==> src/rtl/debounce_one_shot_pkg.sv <==
`default_nettype none
// ============================================================================
//  Module      : debounce_one_shot_pkg
//  Description : Shared constants for the push-button debouncer: default
//                sample depth and the one-shot FSM state encoding.
//  Revision    : 1.0 - initial release
// ============================================================================
package debounce_one_shot_pkg;

    // Consecutive equal samples needed before a new button level is accepted.
    localparam int unsigned c_SAMPLES_DEFAULT = 8;

    // One-shot FSM states.
    //   ST_IDLE : button released, waiting for a stable high window
    //   ST_FIRE : single-cycle press pulse
    //   ST_HELD : button pressed, waiting for a stable low window
    typedef enum logic [1:0] {
        ST_IDLE = 2'd0,
        ST_FIRE = 2'd1,
        ST_HELD = 2'd2
    } db_state_e;

endpackage : debounce_one_shot_pkg
`default_nettype wire

==> src/rtl/sync_2ff.sv <==
`default_nettype none
// ============================================================================
//  Module      : sync_2ff
//  Description : Two-flop synchronizer bringing an asynchronous single-bit
//                input into the clk_i domain.
//  Ports       : clk_i - destination clock
//                rst_i - asynchronous active-high reset (clears both flops)
//                d_i   - asynchronous input
//                q_o   - synchronized output (two clk_i cycles of latency)
//  Revision    : 1.0 - initial release
// ============================================================================
module sync_2ff (
    input  logic clk_i,
    input  logic rst_i,
    input  logic d_i,
    output logic q_o
);

    logic meta_q;
    logic sync_q;

    always_ff @(posedge clk_i or posedge rst_i) begin
        if (rst_i) begin
            meta_q <= 1'b0;
            sync_q <= 1'b0;
        end else begin
            meta_q <= d_i;
            sync_q <= meta_q;
        end
    end

    assign q_o = sync_q;

endmodule : sync_2ff
`default_nettype wire

==> src/rtl/debounce_one_shot.sv <==
`default_nettype none
// ============================================================================
//  Module      : debounce_one_shot
//  Description : Push-button debouncer with one-shot press pulse. The raw
//                button is synchronized, sampled on every rising edge of the
//                slow sampling strobe, and a new level is accepted only after
//                SAMPLES consecutive equal samples.
//  Ports       : clk_in    - system clock (100 MHz)
//                reset     - asynchronous active-high reset
//                slow_clk  - slow square wave used only as a sampling strobe
//                btn_in    - raw, bouncing push-button
//                btn_level - debounced button level (registered)
//                btn_pulse - one clk_in-cycle pulse per accepted press
//  Revision    : 1.0 - initial release
// ============================================================================
module debounce_one_shot
    import debounce_one_shot_pkg::*;
#(
    parameter int unsigned SAMPLES = c_SAMPLES_DEFAULT   // must be >= 2
) (
    input  logic clk_in,
    input  logic reset,
    input  logic slow_clk,
    input  logic btn_in,
    output logic btn_level,
    output logic btn_pulse
);

    logic               btn_sync;
    logic               slow_clk_q;
    logic               primed_q;
    logic               sample_en;
    logic [SAMPLES-1:0] shreg_q;
    logic [SAMPLES-1:0] shreg_d;
    logic               all_ones;
    logic               all_zeros;
    db_state_e          state_q;
    logic               btn_pulse_q;
    logic               btn_level_q;

    // ------------------------------------------------------------------
    // Button synchronizer
    // ------------------------------------------------------------------
    sync_2ff u_sync_2ff (
        .clk_i (clk_in),
        .rst_i (reset),
        .d_i   (btn_in),
        .q_o   (btn_sync)
    );

    // ------------------------------------------------------------------
    // Sampling strobe: one clk_in cycle per slow_clk rising edge.
    // slow_clk_q is 0 during reset, so without primed_q a slow_clk that is
    // already high at reset release would look like a rising edge. primed_q
    // blocks the strobe for the first cycle after reset, by which time
    // slow_clk_q holds the real previous level.
    // ------------------------------------------------------------------
    always_ff @(posedge clk_in or posedge reset) begin
        if (reset) begin
            slow_clk_q <= 1'b0;
            primed_q   <= 1'b0;
        end else begin
            slow_clk_q <= slow_clk;
            primed_q   <= 1'b1;
        end
    end

    assign sample_en = slow_clk & ~slow_clk_q & primed_q;

    // ------------------------------------------------------------------
    // Sample history: newest sample enters at bit 0.
    // ------------------------------------------------------------------
    assign shreg_d = sample_en ? {shreg_q[SAMPLES-2:0], btn_sync} : shreg_q;

    always_ff @(posedge clk_in or posedge reset) begin
        if (reset) begin
            shreg_q <= '0;
        end else begin
            shreg_q <= shreg_d;
        end
    end

    assign all_ones  = &shreg_q;
    assign all_zeros = ~|shreg_q;

    // ------------------------------------------------------------------
    // One-shot FSM. Decisions use the registered history, so a sample
    // arriving in the same cycle is seen on the following cycle rather
    // than lost. Outputs are registered alongside the state so they are
    // valid in the same cycle the state is entered.
    // ------------------------------------------------------------------
    always_ff @(posedge clk_in or posedge reset) begin
        if (reset) begin
            state_q     <= ST_IDLE;
            btn_pulse_q <= 1'b0;
            btn_level_q <= 1'b0;
        end else begin
            case (state_q)
                ST_IDLE: begin
                    if (all_ones) begin
                        state_q     <= ST_FIRE;
                        btn_pulse_q <= 1'b1;
                        btn_level_q <= 1'b1;
                    end else begin
                        state_q     <= ST_IDLE;
                        btn_pulse_q <= 1'b0;
                        btn_level_q <= 1'b0;
                    end
                end
                ST_FIRE: begin
                    state_q     <= ST_HELD;
                    btn_pulse_q <= 1'b0;
                    btn_level_q <= 1'b1;
                end
                ST_HELD: begin
                    btn_pulse_q <= 1'b0;
                    if (all_zeros) begin
                        state_q     <= ST_IDLE;
                        btn_level_q <= 1'b0;
                    end else begin
                        state_q     <= ST_HELD;
                        btn_level_q <= 1'b1;
                    end
                end
                default: begin
                    state_q     <= ST_IDLE;
                    btn_pulse_q <= 1'b0;
                    btn_level_q <= 1'b0;
                end
            endcase
        end
    end

    assign btn_pulse = btn_pulse_q;
    assign btn_level = btn_level_q;

endmodule : debounce_one_shot
`default_nettype wire

==> config.mk <==
export PLATFORM = sky130hd
export DESIGN_NAME = debounce_one_shot
export DESIGN_NICKNAME = d
export VERILOG_FILES = /design/src/rtl/debounce_one_shot_pkg.sv /design/src/rtl/sync_2ff.sv /design/src/rtl/debounce_one_shot.sv
export SDC_FILE = /design/constraint.sdc
export NUM_CORES = 1
export LEC_CHECK = 0
export ABC_AREA = 1
export CAP_MARGIN = 20
export CORE_AREA = 2 2 39 41
export CTS_CLUSTER_SIZE = 16
export DETAILED_ROUTE_END_ITERATION = 8
export DIE_AREA = 0 0 41 43
export PLACE_DENSITY_LB_ADDON = 0.1
export SETUP_SLACK_MARGIN = 0.15
export SYNTH_ARGS = -nofsm -noshare
export SYNTH_HDL_FRONTEND = slang
export SYNTH_HIERARCHICAL = 1
export SYNTH_SLANG_ARGS = --single-unit
==> constraint.sdc <==
create_clock -name clk_in -period 1.5 [get_ports clk_in]
set_input_delay 0.3 -clock clk_in [delete_from_list [all_inputs] [get_ports clk_in]]
set_output_delay 0.3 -clock clk_in [all_outputs]
set_load 0.005 [all_outputs]
==> summary.txt, run 1 <==
Run status
  • Status: complete, no violations

Global route
  • Wire length of the first global-routing pass: 1.64 mm
  • Total congestion overflow after global routing: 0
  • Number of global-route vias before repair: around 380
  • Maximum number of pins on one net before global-route repair: 17
  • GRT Overall Usage: 0.149
  • Number of antenna violations at the first check in global routing: 0

Final layout
  • # nets final: 74
  • Fraction of final layout cells sized beyond drive strength 1: 0.203
  • Cell area after layout: between 700 and 800 um^2
  • Post-route core utilization: 0.513
  • Area Growth Syn to Fin: 14.8%
  • Diodes inserted: 0
  • Fill cell count: between 100 and 150

STA
  • Worst setup slack after layout: 275 ps
  • Final setup skew: roughly 3.0 ps
  • Time the worst path needs with I/O delays and setup: approximately 1200 ps
  • Setup violation total in the final timing report: 0
  • Setup TNS: 0 ps
  • Hold Vio Cnt, Final: 0
  • Crit share post-route: 0.816
  • Max Transition Viols Final: 0
  • Highest Clock Rate: a little over 800 MHz
  • RSZ-0062 raised after global routing: false

Logic synthesis
  • Post-synth net total: 64
  • Fraction of synthesized area in multiplexers: 0
  • Avg Synthesized Cell Area: 10.3 um^2
  • Sequential-to-total area share from yosys stat: 0.607
  • Post-synthesis cell area: between 600 and 700 um^2
  • Adder-Cell Fraction of Synth Area: 0
  • Xor-xnor portion of the synthesized cell area: 0
  • Yosys reg bits: 15
  • Basic-gate share of the synthesized area counting and, or, nand and nor cells: 0.176
  • Share of the synthesized area in compound gates (AO/OA/AOI/OAI): 0.126
  • Post-synthesis cell type count: 13
  • Yosys warnings: 6
  • Mapped Cells: 60
  • Dominant combinational cell family by area after synthesis: simple AND/OR/NAND/NOR gates

Pwr
  • Peak VDD IR: about 0.55 mV
  • Power density relative to cell area: 1250 nW/um^2
  • Leakage power: between 0.3 and 0.4 nW

Worst setup path
  • Largest fanout on the critical path: 2
  • Required time reported for the critical path endpoint: between 1000 and 1500 ps
  • Crit path arrival time: 920 ps
  • Count of buffering cells on the critical path with inverters included: 1
  • Kind of end point of the critical path: output port
  • Cell type of the slowest stage on the worst timing path: sky130_fd_sc_hd__dfrtp_1
  • Cell family with the largest share of critical-path delay: flip-flops
  • Start-to-end type of the worst setup path: flip-flop to output port
  • Ordered list of cells on the worst path: dlygate4sd2_1
  • FF-to-FF setup slack: around 460 ps
  • Largest stage delay on the critical path: between 300 and 400 ps
  • Crit path launch type: flip-flop

Clock network
  • Worst-skew pair later-pin latency: 290 ps
  • CTS HTree Levels: 1
  • Hold buffer count at CTS: 0
  • CTS tree: built
  • Bufs on Longest Clock Path: 2
  • Clock root buffer: sky130_fd_sc_hd__clkbuf_4
  • Clk slew on worst S/H paths: approximately 90 ps
  • Clock buffer count from CTS: 3
  • Total clock sinks: 15

Job
  • Maximum Capacitance Violations: 0

Floorplan
  • Die width: roughly 40 um
  • Area of the die: about 1800 um^2
  • Core area: 1380 um^2
  • Initial core utilization: 0.447
  • Num ports: 6
  • Die height: around 43 um
  • Standard-cell row count: 14

Place
  • Pre-CTS worst setup slack: between 80 and 90 ps
  • DP Area: around 680 um^2
  • Number of buffers added on ports: 5
  • Global placement routability congestion: 0.694
  • Detailed placement HPWL: 656 um

Drt
  • Drt total wl: 908 um
  • Post-route antenna net violation count: 0
  • Average via count per standard cell: approximately 4.5
  • Count of TritonRoute iterations in the first routing pass: 2
  • Post-detailed-route wirelength per cell: around 11 um
  • DRC violation count after routing: 0
  • Via count: approximately 380
  • Drt first-iter violations: 3

Min path
  • Worst hold-check path type: primary input to asynchronous set/reset pin
power breakdown:
group          switching (mW)  internal [mW]
logic                  0.0877         0.0623
registers              0.0394          0.464
clock network           0.131         0.0992
total                   0.258          0.625
per-stage QoR:
step	std cells	total power [mW]	hold slack, ps
finish	85	0.884	174
global route	85	0.942	178
CTS	85	0.902	169
detailed placement	80	0.668	340
global placement	80	0.664	336
floorplan	60	0.624	41.2
sequential cells by signal, indices dropped and copies added, names as in the netlist:
register           cells
btn_level              1
btn_pulse              1
primed_q               1
shreg_q                8
slow_clk_q             1
state_q                1
u_sync_2ff/meta_q      1
u_sync_2ff/q_o         1
path summary, 6_finish.rpt:
kind                                   start  cells after the start           endpoint
max                                btn_pulse                      1          btn_pulse
max reg2reg                        btn_pulse                      5          btn_level
min                                    reset                      2  u_sync_2ff/meta_q
max in group asynchronous              reset                      2           primed_q
min in group clk_in        u_sync_2ff/meta_q                      0     u_sync_2ff/q_o
min reg2reg                u_sync_2ff/meta_q                      0     u_sync_2ff/q_o
kinds of logic after synthesis:
family | after synthesis
buf+inv | 12
flops | 15
other cells | 1
compound gates | 9
simple gates | 23
layer usage:
| metal | wire length [um] | vias up | GRT usage |
|---|---|---|---|
| met5 | 0 | - | 0 |
| met4 | 41 | 0 | 0.140 |
| met3 | 24 | 5 | 0.0471 |
| met2 | 404 | 5 | 0.194 |
| met1 | 438 | 173 | 0.184 |
| li1 | - | 201 | - |
cell type report:
class	count	area (um^2)	share of cell area
multi-input cells	33	190	0.268
flip-flops and latches	15	375	0.529
repair buffers	6	55.1	0.0776
well taps	16	20.0	0.0282
clock buffers	3	22.5	0.0317
inverters	11	41.3	0.0582
clock inverters	1	5.00	0.00705
worst reg2reg max path: cells and delay by family (launching register included):
| kind | cells | cell delay (ps) |
|---|---|---|
| flip-flops | 1 | 380 |
| buffers and inverters | 1 | 140 |
| AO/OA/AOI/OAI | 1 | 180 |
| AND/OR/NAND/NOR | 3 | 230 |
Yosys cell counts:
master,count,area share
sky130_fd_sc_hd__nor3_1,1,0.0081
sky130_fd_sc_hd__nor2_1,7,0.043
sky130_fd_sc_hd__conb_1,1,0.0061
sky130_fd_sc_hd__nand2_1,11,0.067
sky130_fd_sc_hd__nand4_1,1,0.010
sky130_fd_sc_hd__a21oi_2,3,0.043
sky130_fd_sc_hd__o21ai_2,5,0.071
sky130_fd_sc_hd__dfrtp_1,15,0.61
sky130_fd_sc_hd__nand3_1,2,0.016
sky130_fd_sc_hd__inv_1,11,0.067
sky130_fd_sc_hd__nand3b_4,1,0.032
sky130_fd_sc_hd__buf_6,1,0.018
sky130_fd_sc_hd__o21bai_1,1,0.012
cell usage in the layout, fill, tap and decap left out, drive strengths merged, types with 2 or more instances in the layout:
cell type	instances
nor2	7
nand3	2
dfrtp	15
clkbuf	3
dlygate4sd2	2
nand2	11
clkdlybuf4s50	3
a21oi	3
o21ai	5
inv	11
what timing repair did:
item	in CTS	in global routing
resized for setup	2	0
endpoints found under the setup margin	2	0
buffers inserted	1	0
Power figures use the tool's default switching activity.
==> run 2: changes to the inputs <==
- CORE_AREA: 2 2 39 41 -> default
- CORE_MARGIN: default -> 1
- CORE_UTILIZATION: default -> 46
- DIE_AREA: 0 0 41 43 -> default
- clock period: 1.5 -> 1 ns (I/O delays scaled with it)
==> summary.txt, run 2 (same netlist as run 1, synthesis figures left out) <==
Run status
  • Status: finished, violations left
  • Violations in the final reports: setup timing

Final layout
  • # nets final: 81
  • Non-filler cells, final: 90
  • Most common cell after layout, fill and taps aside: sky130_fd_sc_hd__dfrtp_1
  • Area Growth Syn to Fin: 29.1%
  • Largest register FFs: 8
  • Diodes inserted: 0
  • Post-route core utilization: 0.682
  • Register bank with the most flops: shreg_q
  • Fraction of final layout cells sized beyond drive strength 1: 0.368
  • Fill cell count: a little over 90
  • Cell area after layout: approximately 800 um^2
  • Highest-count cells in the layout ignoring fill and taps: 15 x sky130_fd_sc_hd__dfrtp_1, 10 x sky130_fd_sc_hd__inv_1, 7 x sky130_fd_sc_hd__nor2_1, 7 x sky130_fd_sc_hd__nand2_1, 5 x sky130_fd_sc_hd__o21ai_2

Clock network
  • CTS tree: built
  • Bufs on Longest Clock Path: 2
  • Clock buffer count from CTS: 3
  • Clk slew on worst S/H paths: 80 ps
  • Clock root buffer: sky130_fd_sc_hd__clkbuf_4
  • Hold buffer count at CTS: 0
  • CTS HTree Levels: 1
  • Total clock sinks: 15
  • Worst-skew pair later-pin latency: about 270 ps

Global route
  • Number of global-route vias before repair: between 400 and 500
  • Number of antenna violations at the first check in global routing: 0
  • Wire length of the first global-routing pass: about 1.8 mm
  • GRT Overall Usage: 0.186
  • Total congestion overflow after global routing: 0
  • Maximum number of pins on one net before global-route repair: 14

Drt
  • Count of TritonRoute iterations in the first routing pass: 4
  • Drt total wl: a little over 1 mm
  • Via count: ~430
  • Met2 Routed Length: approximately 500 um
  • Highest metal layer with signal wires: met4
  • Drt first-iter violations: 14
  • DRC violation count after routing: 0
  • Average via count per standard cell: 4.74
  • Post-route antenna net violation count: 0
  • Routed length on met3: about 20 um
  • Detailed-routing wirelength on met1: approximately 480 um
  • Post-detailed-route wirelength per cell: between 10 and 15 um

Min path
  • Worst hold-check path type: primary input to asynchronous set/reset pin

Place
  • DP Area: between 700 and 800 um^2
  • Global placement routability congestion: roughly 0.8
  • Detailed placement HPWL: between 700 and 800 um
  • Total placed cells including tap cells: 84
  • Number of buffers added on ports: 5

STA
  • Hold Vio Cnt, Final: 0
  • Crit share post-route: 1.03
  • RSZ-0062 raised after global routing: true
  • Setup violation total in the final timing report: 2
  • Time the worst path needs with I/O delays and setup: a little over 1000 ps
  • Max Transition Viols Final: 0
  • Final hold slack: 109 ps
  • Worst setup slack after layout: -26.7 ps
  • Final setup skew: around 2.8 ps
  • Highest Clock Rate: 974 MHz

Worst setup path
  • Crit path arrival time: between 1000 and 1500 ps
  • Crit path launch type: flip-flop
  • Required time reported for the critical path endpoint: 1170 ps
  • Kind of end point of the critical path: flip-flop
  • Start-to-end type of the worst setup path: flip-flop to flip-flop
  • Largest fanout on the critical path: 2

Floorplan
  • Die width: 38.7 um
  • Standard-cell row count: 12
  • Core area: roughly 1200 um^2
  • Area of the die: approximately 1500 um^2
  • Initial core utilization: 0.528
  • Die height: just under 40 um
  • Num ports: 6

Pwr
  • Peak VDD IR: approximately 0.97 mV
  • Power density relative to cell area: ~1700 nW/um^2
  • Leakage power: ~0.43 nW

Job
  • Maximum Capacitance Violations: 0
## run 2: cell types whose count changed in the layout (fill, tap and decap cells not counted), sizes merged
cell | previous run | this run
clkbuf | 3 | 4
buf | 1 | 9
clkinv | 1 | 0
nand3b | 1 | 2
clkdlybuf4s50 | 3 | 2
dlygate4sd2 | 2 | 1
## run 2: metrics by stage
step	power, mW	worst slack [ps]	TNS [ps]
floorplan	0.948	111	0
CTS	1.40	-31.5	-51.5
finish	1.38	-26.7	-40.9
global placement	1.04	-257	-1870
global route	1.46	-82.5	-225
detailed placement	1.05	-280	-2090
## run 2: cell type report
class	count	area, um^2	share of cell area
Tap cell	14	17.5	0.0219
Inverter	11	41.3	0.0517
Multi-Input combinational cell	34	231	0.290
Sequential cell	15	375	0.470
Timing Repair Buffer	12	106	0.133
Clock buffer	4	26.3	0.0329
## run 2: layer usage
| metal | vias to the layer above | track usage |
|---|---|---|
| met2 | 3 | 0.288 |
| met1 | 205 | 0.244 |
| li1 | 217 | - |
| met3 | 2 | 0.0347 |
| met4 | 0 | 0.103 |
| met5 | - | 0 |
## run 2: critical path, stage by stage, from the launching register on
cell and delay (ps):
sky130_fd_sc_hd__dfrtp_1 390, sky130_fd_sc_hd__buf_6 120, sky130_fd_sc_hd__buf_6 110, sky130_fd_sc_hd__inv_2 40
sky130_fd_sc_hd__nand2_2 40, sky130_fd_sc_hd__nand2_1 50, sky130_fd_sc_hd__o21bai_4 110, sky130_fd_sc_hd__nand2_1 60
## run 2: final timing paths
| check | start | endpoint | slack, ps | cells past startpoint |
|---|---|---|---|---|
| max | btn_pulse | btn_level | -30 | 7 |
| min | reset | u_sync_2ff/meta_q | 110 | 2 |
| max reg2reg | btn_pulse | btn_level | -30 | 7 |
| min reg2reg | u_sync_2ff/meta_q | u_sync_2ff/q_o | 350 | 0 |
| max in group asynchronous | reset | shreg_q[4] | 590 | 3 |
| min in group clk_in | slow_clk | slow_clk_q | 300 | 1 |
## run 2: timing repair
item,CTS,global route
cloned,1,0
pin swaps,5,3
resized for setup,17,1
endpoints found under the setup margin,13,13
setup buffers,1,0
## run 2: power breakdown
| part | switching [mW] | internal, mW |
|---|---|---|
| Sequential | 0.0617 | 0.696 |
| Clock | 0.170 | 0.154 |
| Combinational | 0.158 | 0.138 |
| Total | 0.389 | 0.988 |
